$ cat config.mk
export PLATFORM = sky130hd
export DESIGN_NAME = alu_ctrl_q
export DESIGN_NICKNAME = d
export VERILOG_FILES = /design/src/rtl/alu_ctrl_q.sv
export SDC_FILE = /design/constraint.sdc
export NUM_CORES = 1
export LEC_CHECK = 0
export ABC_AREA = 1
export CAP_MARGIN = 40
export CORE_MARGIN = 2
export CORE_UTILIZATION = 45
export DETAILED_ROUTE_END_ITERATION = 6
export PLACE_DENSITY = 0.85
export SYNTH_ARGS = -nofsm -noshare
export SYNTH_HDL_FRONTEND = slang
export SYNTH_SLANG_ARGS = --single-unit
$ cat constraint.sdc
create_clock -name clk -period 1.9 [get_ports clk]
set_input_delay 0.38 -clock clk [delete_from_list [all_inputs] [get_ports clk]]
set_output_delay 0.38 -clock clk [all_outputs]
set_load 0.02 [all_outputs]
$ cat src/rtl/alu_ctrl_q.sv
// WISC-SP22 ALU control decoder feeding a 2-entry skid FIFO with HALT blocking.
// Define ALU_CTRL_PERF_EN to build the saturating issue/stall performance counters.
module alu_ctrl_q (
  input  logic        clk,
  input  logic        rst,
  input  logic        flush,
  input  logic [15:0] instr,
  input  logic        in_valid,
  output logic        in_ready,
  output logic        out_valid,
  input  logic        out_ready,
  output logic        add,
  output logic        x_or,
  output logic        and_,
  output logic        shift_rotate,
  output logic        left_right,
  output logic        btr,
  output logic        slbi,
  output logic        lbi,
  output logic        branch,
  output logic        invA,
  output logic        invB,
  output logic        Cin,
  output logic        sign,
  output logic        halt_op,
  output logic [15:0] issue_cnt,
  output logic [15:0] stall_cnt
);

  typedef enum logic [1:0] {
    EMPTY = 2'd0,
    ONE   = 2'd1,
    FULL  = 2'd2
  } state_t;

  localparam int BW     = 14;
  localparam int B_ADD  = 13;
  localparam int B_XOR  = 12;
  localparam int B_AND  = 11;
  localparam int B_SR   = 10;
  localparam int B_LR   = 9;
  localparam int B_BTR  = 8;
  localparam int B_SLBI = 7;
  localparam int B_LBI  = 6;
  localparam int B_BR   = 5;
  localparam int B_INVA = 4;
  localparam int B_INVB = 3;
  localparam int B_CIN  = 2;
  localparam int B_SIGN = 1;
  localparam int B_HALT = 0;

  state_t        state_reg, state_next;
  logic          halted_reg, halted_next;
  logic [BW-1:0] head_reg, head_next;
  logic [BW-1:0] tail_reg, tail_next;
  logic [BW-1:0] dec_bundle;
  logic [BW-1:0] head_out;
  logic [4:0]    opcode;
  logic [1:0]    func;
  logic          push, pop;
  logic          unused_instr_bits;

  assign opcode            = instr[15:11];
  assign func              = instr[1:0];
  assign unused_instr_bits = ^instr[10:2];

  always_comb begin
    dec_bundle = '0;
    case (opcode)
      5'b00000: dec_bundle[B_HALT] = 1'b1;
      5'b01000, 5'b10000, 5'b10001, 5'b10011, 5'b11111:
        dec_bundle[B_ADD] = 1'b1;
      5'b01001: begin
        dec_bundle[B_ADD]  = 1'b1;
        dec_bundle[B_INVA] = 1'b1;
        dec_bundle[B_CIN]  = 1'b1;
      end
      5'b01010: dec_bundle[B_XOR] = 1'b1;
      5'b01011: begin
        dec_bundle[B_AND]  = 1'b1;
        dec_bundle[B_INVB] = 1'b1;
      end
      5'b10100: dec_bundle[B_LR] = 1'b1;
      5'b10101: begin
        dec_bundle[B_SR] = 1'b1;
        dec_bundle[B_LR] = 1'b1;
      end
      5'b10110: dec_bundle = '0;
      5'b10111: dec_bundle[B_SR] = 1'b1;
      5'b11011: begin
        // Register-format arithmetic: func selects ADD/SUB/XOR/ANDN
        case (func)
          2'b00: dec_bundle[B_ADD] = 1'b1;
          2'b01: begin
            dec_bundle[B_ADD]  = 1'b1;
            dec_bundle[B_INVA] = 1'b1;
            dec_bundle[B_CIN]  = 1'b1;
          end
          2'b10: dec_bundle[B_XOR] = 1'b1;
          default: begin
            dec_bundle[B_AND]  = 1'b1;
            dec_bundle[B_INVB] = 1'b1;
          end
        endcase
      end
      5'b11010: begin
        case (func)
          2'b00: dec_bundle[B_LR] = 1'b1;
          2'b01: begin
            dec_bundle[B_SR] = 1'b1;
            dec_bundle[B_LR] = 1'b1;
          end
          2'b10: dec_bundle = '0;
          default: dec_bundle[B_SR] = 1'b1;
        endcase
      end
      5'b11001: dec_bundle[B_BTR] = 1'b1;
      5'b10010: dec_bundle[B_SLBI] = 1'b1;
      5'b11000: begin
        dec_bundle[B_LBI] = 1'b1;
        dec_bundle[B_ADD] = 1'b1;
      end
      5'b01100, 5'b01101, 5'b01110, 5'b01111: begin
        dec_bundle[B_BR]  = 1'b1;
        dec_bundle[B_ADD] = 1'b1;
      end
      5'b11100, 5'b11101, 5'b11110: begin
        dec_bundle[B_ADD]  = 1'b1;
        dec_bundle[B_INVB] = 1'b1;
        dec_bundle[B_CIN]  = 1'b1;
        dec_bundle[B_SIGN] = 1'b1;
      end
      default: dec_bundle = '0;
    endcase
  end

  assign in_ready  = (state_reg != FULL) & ~halted_reg;
  assign out_valid = (state_reg != EMPTY);
  assign push      = in_valid & in_ready;
  assign pop       = out_valid & out_ready;

  always_comb begin
    state_next  = state_reg;
    halted_next = halted_reg;
    head_next   = head_reg;
    tail_next   = tail_reg;
    if (flush) begin
      state_next  = EMPTY;
      halted_next = 1'b0;
    end else begin
      case (state_reg)
        EMPTY: begin
          if (push) begin
            head_next  = dec_bundle;
            state_next = ONE;
          end
        end
        ONE: begin
          case ({push, pop})
            2'b10: begin
              tail_next  = dec_bundle;
              state_next = FULL;
            end
            2'b01: state_next = EMPTY;
            2'b11: head_next = dec_bundle;
            default: state_next = ONE;
          endcase
        end
        FULL: begin
          // in_ready is low here, so only a pop can move the queue
          if (pop) begin
            head_next  = tail_reg;
            state_next = ONE;
          end
        end
        default: state_next = EMPTY;
      endcase
      if (push && dec_bundle[B_HALT]) halted_next = 1'b1;
    end
  end

  always_ff @(posedge clk) begin
    if (rst) begin
      state_reg  <= EMPTY;
      halted_reg <= 1'b0;
      head_reg   <= '0;
      tail_reg   <= '0;
    end else begin
      state_reg  <= state_next;
      halted_reg <= halted_next;
      head_reg   <= head_next;
      tail_reg   <= tail_next;
    end
  end

  // Stale head contents must never leak out while the queue is empty
  genvar gi;
  generate
    for (gi = 0; gi < BW; gi++) begin : g_head_gate
      assign head_out[gi] = head_reg[gi] & out_valid;
    end
  endgenerate

  assign add          = head_out[B_ADD];
  assign x_or         = head_out[B_XOR];
  assign and_         = head_out[B_AND];
  assign shift_rotate = head_out[B_SR];
  assign left_right   = head_out[B_LR];
  assign btr          = head_out[B_BTR];
  assign slbi         = head_out[B_SLBI];
  assign lbi          = head_out[B_LBI];
  assign branch       = head_out[B_BR];
  assign invA         = head_out[B_INVA];
  assign invB         = head_out[B_INVB];
  assign Cin          = head_out[B_CIN];
  assign sign         = head_out[B_SIGN];
  assign halt_op      = head_out[B_HALT];

`ifdef ALU_CTRL_PERF_EN
  logic [15:0] issue_cnt_reg, stall_cnt_reg;

  always_ff @(posedge clk) begin
    if (rst) begin
      issue_cnt_reg <= '0;
      stall_cnt_reg <= '0;
    end else begin
      if (pop && (issue_cnt_reg != 16'hFFFF))
        issue_cnt_reg <= issue_cnt_reg + 16'd1;
      if (out_valid && !out_ready && (stall_cnt_reg != 16'hFFFF))
        stall_cnt_reg <= stall_cnt_reg + 16'd1;
    end
  end

  assign issue_cnt = issue_cnt_reg;
  assign stall_cnt = stall_cnt_reg;
`else
  assign issue_cnt = 16'd0;
  assign stall_cnt = 16'd0;
`endif

endmodule
== Yosys cells after proc, flatten, opt, wreduce, memory -nomap -nowiden ==
Cells that the tools add are included.
Storage, ports and cells
  flip-flop bits (word level): 31
  word-level logic and storage cells: 105
Cells by class
  eq/ne operators: 35
  muxes and demuxes: 27
  bitwise logic cells: 19
  reductions and logical operators: 20
Operators by type and width (number)
  5-bit equality test, second input constant: 15
  14-bit two-way mux: 3
  14-bit one-hot mux with 3 select lines: 1
  5-bit by 4-bit equality test with 1-bit output, second input constant: 8
  1-bit bitwise AND: 17
  1-bit one-hot mux with 2 select lines: 8
  14-bit OR reduction: 1
  2-bit one-hot mux with 3 select lines: 2
  4-bit OR reduction: 3
  1-bit two-way mux: 11
  2-bit OR reduction: 5
  2-bit equality test, second input constant: 4
  2-bit != test, second input constant: 4
  2-bit by 1-bit equality test with 1-bit output, second input constant: 3
  3-bit AND reduction: 2
  3-bit OR reduction: 2
  5-bit zero test: 1
  5-bit AND reduction: 1
  2-bit zero test: 2
  2-bit two-way mux: 2
  3-bit nonzero test: 1
  2-bit by 1-bit != test with 1-bit output, second input constant: 1
  1-bit NOT: 2
  2-bit nonzero test: 1
  1-bit logical AND: 1

== Depth between registers and ports, before layout ==
Gate-level depths: netlist (run 1).
  word-level depth: 6
  mapped depth: 15

== Worst setup path after synthesis (run 1) ==
OpenSTA, ideal clock, no wires.
  kind: register to register
  start: register state_reg[0]
  end: register head_reg[4]
  library setup time: 0.116 ns
  arrival: 1.483 ns
  path slack: 0.301 ns
  stages on the path, launching flop included: 16
  buffers on the path: 1
  clock period less this slack: 1.599 ns
  cells stage by stage: dfxtp_1 inv_2 nand2_2 nand3_2 inv_1 ha_1 inv_1 nand3_1 nand2_1 nor2_2 nand2_4 inv_2 buf_6 nand2_1 nor2_1 nor2_1
On the way
  longest elaborated chain between the ends: 6
  elaborated cells on any way between the ends: 15
  those cells by class: eq/ne (7); mux (1); bitwise (3); reduce/logical (4)
RTL lines
  from (decl): RTL line 52  | state_t state_reg, state_next;
  from (signal assigned): RTL line 189  | state_reg <= state_next;
  2-bit != test: RTL line 137  | assign in_ready = (state_reg != FULL) & ~halted_reg;
  1-bit bitwise AND: RTL line 137
  1-bit bitwise AND: RTL line 139  | assign push = in_valid & in_ready;
  2-bit equality test: RTL line 159  | case ({push, pop})
  2-bit by 1-bit != test with 1-bit output (no source line)
  5-bit AND reduction (no source line)
  to (signal assigned): RTL line 191  | head_reg <= head_next;
  to (decl): RTL line 54  | logic [BW-1:0] head_reg, head_next;
Parallel ways exist; a longest one is shown, timed or not.
A chain may end at the register's enable or synchronous reset.

== Worst setup path in the final report (run 1) ==
  start: register state_reg[1]
  end: output left_right
On the way
  longest elaborated chain between the ends: 2
RTL lines
  2-bit nonzero test: RTL line 138  | assign out_valid = (state_reg != EMPTY);
  1-bit bitwise AND: RTL line 200  | assign head_out[gi] = head_reg[gi] & out_valid;
  to (decl): RTL line 16  | output logic left_right,
No other way between the ends.

==> impl_results.md, run 1 <==
- Post-synth EDFFs: 0
- R2R Path Start: state_reg[1]$_SDFFE_PP0P_
- Clock buffer depth: 2
- Post-route insts no fill: between 300 and 400
- Post-Synthesis Cells: slightly below 300
- Worst vdd ir: 348.5 µV
- Clk slew on worst S/H paths: ~60 ps
- CP Class: reg2out
- Leakage: 1.211 nW
- Area leader, netlist: dfxtp_1
- Die width: about 71 µm
- CTS tree: yes
- Area Overhead vs Synth: 21.50%
- Fin. Hold Viols: 0
- Share of layout cells above drive strength 1: 14.91%
- Worst Tran Pin Value: 626.9 ps
- Max-slew violation count: 0
- Initial Util: 46.36%
- Hold WS: just over 400 ps
- Final WL: 4.113 mm
- Startpoint Class: register
- Initial antenna violation count: 0
- GRT overflow: 0
- Largest net degree at the start of global routing: 19
- Avg Cell Area, Syn: 6.703 µm²
- Final setup viols: 0
- Yosys reg bits: 31
- Crit-path slowest cell: dfxtp_2
- First-pass GRT wire length: 6.989 mm
- Async SR Flop Fraction: 0%
- Register area share after synthesis: a little under a third
- Synth area leaders: dfxtp_1 (31%), buf_4 (12%), nor2_1 (9.1%)
- Buffers & Inverters on Critical Path: 2
- Minimum clock period: approximately 1800 ps
- Root Buffer Master: clkbuf_8
- Total power: 0.001557 W
- Commonest cells in the netlist: nor2_1 (48), nand2_1 (46), inv_1 (37)
- Worst path top cell family by delay: buffers and inverters
- RSZ-0062 raised after global routing: false
- CTS Sinks: 31
- Synthesis warning total: 0
- Final setup TNS: 0 ps
- Worst Skew: 7.421 ps
- # rows: 24
- Pwr/cell area: 643.9 mW/mm²
- Die height: 70.51 µm
- IO buf count: 27
- GRT Util Overall: around 17%
- R2r setup slk: ~150 ps
- Critical Path, Cell by Cell: nor2_4 > buf_6 > nor2_1 > dlygate4sd2_1
- Fmax: 549.7 MHz
- RePlAce Congestion: 0.9523
- CTS buffer count: 5
- Routed wire per std cell: 10.44 µm
- Reg2reg end: tail_reg[3]$_SDFFE_PP0P_
- Number of DRC markers in iteration 0: 55
- N_diodes: 0
- Worst Setup End Kind: output pin
- CP peak stage delay: ~370 ps
- Top-area cell type share of the netlist area: between 30% and 40%
- Core box area: 0.004294 mm²
- Most common flop cell mapped by yosys: dfxtp_1
- Fin nets: approximately 360
- Crit path DAT: around 1400 ps
- Most common cell in the netlist: nor2_1
- Die ar.: 0.004972 mm²
- Status: complete, no violations
- Slew margin rel.: 57.76%
- CP required: 1520 ps
- Max-cap violations: 0
- # hold bufs at CTS: 0
- DRC: 0
- Via count: 1829
- CP max FO: 14
- DP Wirelength: 3.084 mm
- Hold_sp: in_valid
- Mapped cell area: between 0.0015 and 0.002 mm²
- Dpl cells: 385
- Via density: 4.642
- Hold endpoint: halted_reg$_SDFFE_PP0P_
- Final Cycle Share: 95.75%
- Worst hold path class: in2reg
- H-tree depth: 2
- Routed Antenna Nets: 0
- Worst Hold Depth: 3
- DRT Pass-1 Iters: 4
- Vias in the first global route: 1669
- Top-level I/O count: between 60 and 70
- Worst-case reg-to-reg path depth: 10
- Clk Latency, worst-skew pair: 280 ps
- Distinct cell type count after synthesis: 32
[layer usage]
metal,vias to the layer above,GRT usage (%),part of all wire (%)
met5,-,0,0
met4,0,7.051,1.4
met3,4,4.329,5.5
met2,66,29.35,46
met1,803,20.82,47
li1,956,-,-
[tightest hold or removal path, delay by kind of cell]
family          cells  cell delay (ps)
buf+inv             1              140
simple gates        1               70
compound gates      1               60
[report_power, final]
group          internal [W]  total, W  switching, W
registers          0.000678  0.000691     0.0000132
clock network      0.000330  0.000563      0.000233
logic              0.000106  0.000303      0.000197
[worst max-delay path by stage]
stage               cells after the start                  endpoint  slack, ps                 startpoint
CTS                                    13  head_reg[4]$_SDFFE_PP0P_         10                  out_ready
global route                           11  tail_reg[3]$_SDFFE_PP0P_         20                  out_ready
floorplan                              15  head_reg[4]$_SDFFE_PP0P_        300  state_reg[0]$_SDFFE_PP0P_
detailed placement                     13  head_reg[4]$_SDFFE_PP0P_       -270                  out_ready
finish                                  4                left_right         80  state_reg[1]$_SDFFE_PP0P_
global placement                       13  head_reg[2]$_SDFFE_PP0P_       -200                  out_ready
[cell type report]
type / count / area (µm²)
multi-input combinational: 214 / 1030
inverter: 42 / 167.7
clock buffer: 8 / 100.1
timing repair buffer: 47 / 430.4
sequential: 31 / 625.6
fill: 409 / 1876
tap: 52 / 65.06
[per-stage QoR]
stage / setup slack (ps) / cell area [µm²] / util [%]
floorplan: 301.0 / 2107 / -
global placement: -200.5 / 2275 / 52.97
detailed placement: -266.4 / 2275 / 52.97
CTS: 9.702 / 2362 / 55.01
global route: 18.61 / 2419 / 56.32
finish: 80.73 / 2419 / 56.32
[placed cells by master, fill, tap and decap left out, drive strengths merged, types with 4 or more instances in the layout]
master,synthesis,layout
o21ai,26,26
dfxtp,31,31
conb,1,32
clkbuf,3,8
o211ai,4,4
dlygate4sd2,0,15
nand3,17,17
nor2,53,53
a21oi,22,22
clkdlybuf4s50,0,10
nand2,48,48
buf,38,20
inv,42,42
[cells by family (layout without fill, tap and decap cells)]
kind of cell	after synthesis	after routing	share of synthesized area (%)
and+or+nand+nor	125	125	27.97
buffers and inverters	83	97	24.39
AOI/OAI and AO/OA	55	55	15.02
DFF	31	31	31.18
adders and majority gates	2	2	1.257
other	1	32	0.1884
[repair_timing]
item / 4_1_cts / 5_1_grt
pin swaps: 0 / 3
gates resized for setup: 18 / 17
endpoints found under the setup margin: 19 / 13
cloned: 0 / 0
buffers inserted: 0 / 1
(Power assumes the default switching activity.)
==> inputs of run 2 (changes only) <==
--- a/config.mk
+++ b/config.mk
@@ -10,7 +10,7 @@
 export CORE_MARGIN = 2
 export CORE_UTILIZATION = 45
 export DETAILED_ROUTE_END_ITERATION = 6
-export PLACE_DENSITY = 0.85
+export PLACE_DENSITY_LB_ADDON = 0.1
 export SYNTH_ARGS = -nofsm -noshare
 export SYNTH_HDL_FRONTEND = slang
 export SYNTH_SLANG_ARGS = --single-unit
==> impl_results.md, run 2 (synthesis results as in run 1) <==
- Fmax: 564.1 MHz (+2.6%)
- Final cell area excluding filler cells: 0.002395 mm² (-0.98%)
- Buffers & Inverters on Critical Path: 4 (+2)
- Top-level I/O count: 69 (unchanged)
- Clock buffer depth: 2 (unchanged)
- Worst vdd ir: 327.7 µV (-6.0%)
- CP required: 2070 ps (+550 ps)
- Crit-path slowest cell: dfxtp_2
- Critical Path, Cell by Cell: inv_2 > nand2_4 > nand3_2 > inv_2 > ha_2 > inv_1 > nand3_1 > nand2_1 > nor2_2 > nand2_4 > buf_4 > o21ai_0 > a21oi_1
- Slew margin rel.: 66.10% (+8.3 points)
- Final setup viols: 0 (unchanged)
- Max-slew violation count: 0 (unchanged)
- # rows: 24 (unchanged)
- Met1 usage: 23.30% (+2.5 points)
- Fin nets: 366 (+0.55%)
- Crit path DAT: 1940 ps (+500 ps)
- Die height: 70.51 µm (unchanged)
- CP max FO: 5 (-9)
- Via count: 1826 (-0.16%)
- GR met3 Demand/Resource: 3.175% (-1.2 points)
- Routed Antenna Nets: 0 (unchanged)
- Root Buffer Master: clkbuf_8
- Core box area: 0.004294 mm² (unchanged)
- Vias in the first global route: 1616 (-3.2%)
- Final setup TNS: 0 ps (unchanged)
- Pre-CTS WS: -237.6 ps (+28.73 ps)
- Fin. Hold Viols: 0 (unchanged)
- Share of layout cells above drive strength 1: 15.16% (+0.25 points)
- First-pass GRT wire length: 7.113 mm (+1.8%)
- Status: complete, no violations
- RePlAce Congestion: 0.9043 (-5.0%)
- Initial Util: 46.36% (unchanged)
- DP Wirelength: 3.147 mm (+2.0%)
- Worst Tran Pin Value: 503.1 ps (-123.8 ps)
- Via density: 4.623 (-0.42%)
- CTS buffer count: 5 (unchanged)
- DRT Pass-1 Iters: 4 (unchanged)
- GRT Util Overall: 17.97% (+0.68 points)
- Clk Latency, worst-skew pair: 280 ps (about the same)
- N_diodes: 0 (unchanged)
- Final WL: 4.068 mm (-1.1%)
- Most common cell after layout, fill and taps aside: nor2_1
- Die ar.: 0.004972 mm² (unchanged)
- Dpl cell area: 0.002290 mm² (+0.66%)
- Worst path top cell family by delay: simple AND/OR/NAND/NOR gates
- CP Class: reg2reg
- H-tree depth: 2 (unchanged)
- Global route hottest layer: met2
- Largest net degree at the start of global routing: 19 (unchanged)
- Worst Setup End Kind: register
- GR met2 Demand/Resource: 28.30% (-1.0 points)
- Area Overhead vs Synth: 20.30%
- GRT overflow: 0 (unchanged)
- Pwr/cell area: 628.7 mW/mm² (-2.4%)
- IO buf count: 27 (unchanged)
- Startpoint Class: register
- Setup WS post-layout: 127.2 ps (+46.51 ps)
- CTS Sinks: 31 (unchanged)
- Worst Skew: 0.8596 ps (-6.561 ps)
- Commonest cells after routing, fill and taps aside: nor2_1 (47), nand2_1 (46), inv_1 (36), conb_1 (32), dfxtp_1 (29)
- Routed wire per std cell: 10.30 µm (-1.3%)
- Post-route insts no fill: 395 (+0.25%)
- Number of DRC markers in iteration 0: 57 (+3.6%)
- Die width: 70.51 µm (unchanged)
- Clk slew on worst S/H paths: 60 ps (about the same)
- Dpl cells: 387 (+0.52%)
- CTS tree: yes
- Worst hold path class: in2reg
- Leakage: 1.208 nW (-0.26%)
- Final Cycle Share: 93.30% (-2.4 points)
- Minimum clock period: 1773 ps (-46.51 ps)
- CP peak stage delay: 370 ps (about the same)
- Initial antenna violation count: 0 (unchanged)
- DRC: 0 (unchanged)
- Max-cap violations: 0 (unchanged)
## run 2: worst reg2reg max path: cells and delay by family (launching register included)
family / cells / cell delay (ps)
and+or+nand+nor: 6 / 580
buffers and inverters: 4 / 330
adders and majority gates: 1 / 170
DFF: 1 / 370
AOI/OAI and AO/OA: 2 / 230
## run 2: final timing paths
kind / cells past startpoint / to / slack (ps) / from
setup / recovery: 13 / head_reg[5]$_SDFFE_PP0P_ / 130 / state_reg[0]$_SDFFE_PP0P_
hold / removal: 3 / halted_reg$_SDFFE_PP0P_ / 410 / in_valid
setup reg to reg: 13 / head_reg[5]$_SDFFE_PP0P_ / 130 / state_reg[0]$_SDFFE_PP0P_
hold reg to reg: 2 / head_reg[6]$_SDFFE_PP0P_ / 450 / head_reg[6]$_SDFFE_PP0P_
## run 2: repair_timing
| item | in CTS | in global routing |
|---|---|---|
| cloned | 0 | 0 |
| setup buffers | 0 | 1 |
| endpoints found under the hold margin | 0 | 0 |
| hold buffers | 0 | 0 |
| endpoints found under the setup margin | 16 | 16 |
| gates resized for setup | 17 | 12 |
| pin swaps | 0 | 4 |
## run 2: final cells by class
class                      count  area, µm²
tap                           52      65.06
clock buffer                   6      82.58
timing repair buffer          49      436.7
sequential                    31      623.1
fill                         441       1899
multi-input combinational    214       1015
inverter                      42      167.7
clock inverter                 1      5.005
## run 2: per-layer routing
| metal | vias up | wire length [µm] |
|---|---|---|
| met5 | - | 0 |
| met4 | 0 | 96 |
| met3 | 7 | 193 |
| met2 | 53 | 1795 |
| met1 | 802 | 1982 |
| li1 | 964 | - |
## run 2: report_power, final
group	internal [W]	total [W]	switching, W	leakage, nW
sequential	0.000679	0.000692	0.0000128	0.253
combinational	0.000105	0.000297	0.000193	0.907
clock	0.000284	0.000517	0.000233	0.0470
total	0.00107	0.00151	0.000439	1.21
## run 2: per-stage QoR
step / utilization [%] / hold WS [ps] / total power [W]
floorplan: - / 430.1 / 0.0009512
global placement: 53.32 / 440.4 / 0.0009969
detailed placement: 53.32 / 442.4 / 0.001000
CTS: 54.92 / 452.0 / 0.001520
global route: 55.77 / 422.7 / 0.001589
finish: 55.77 / 405.9 / 0.001506
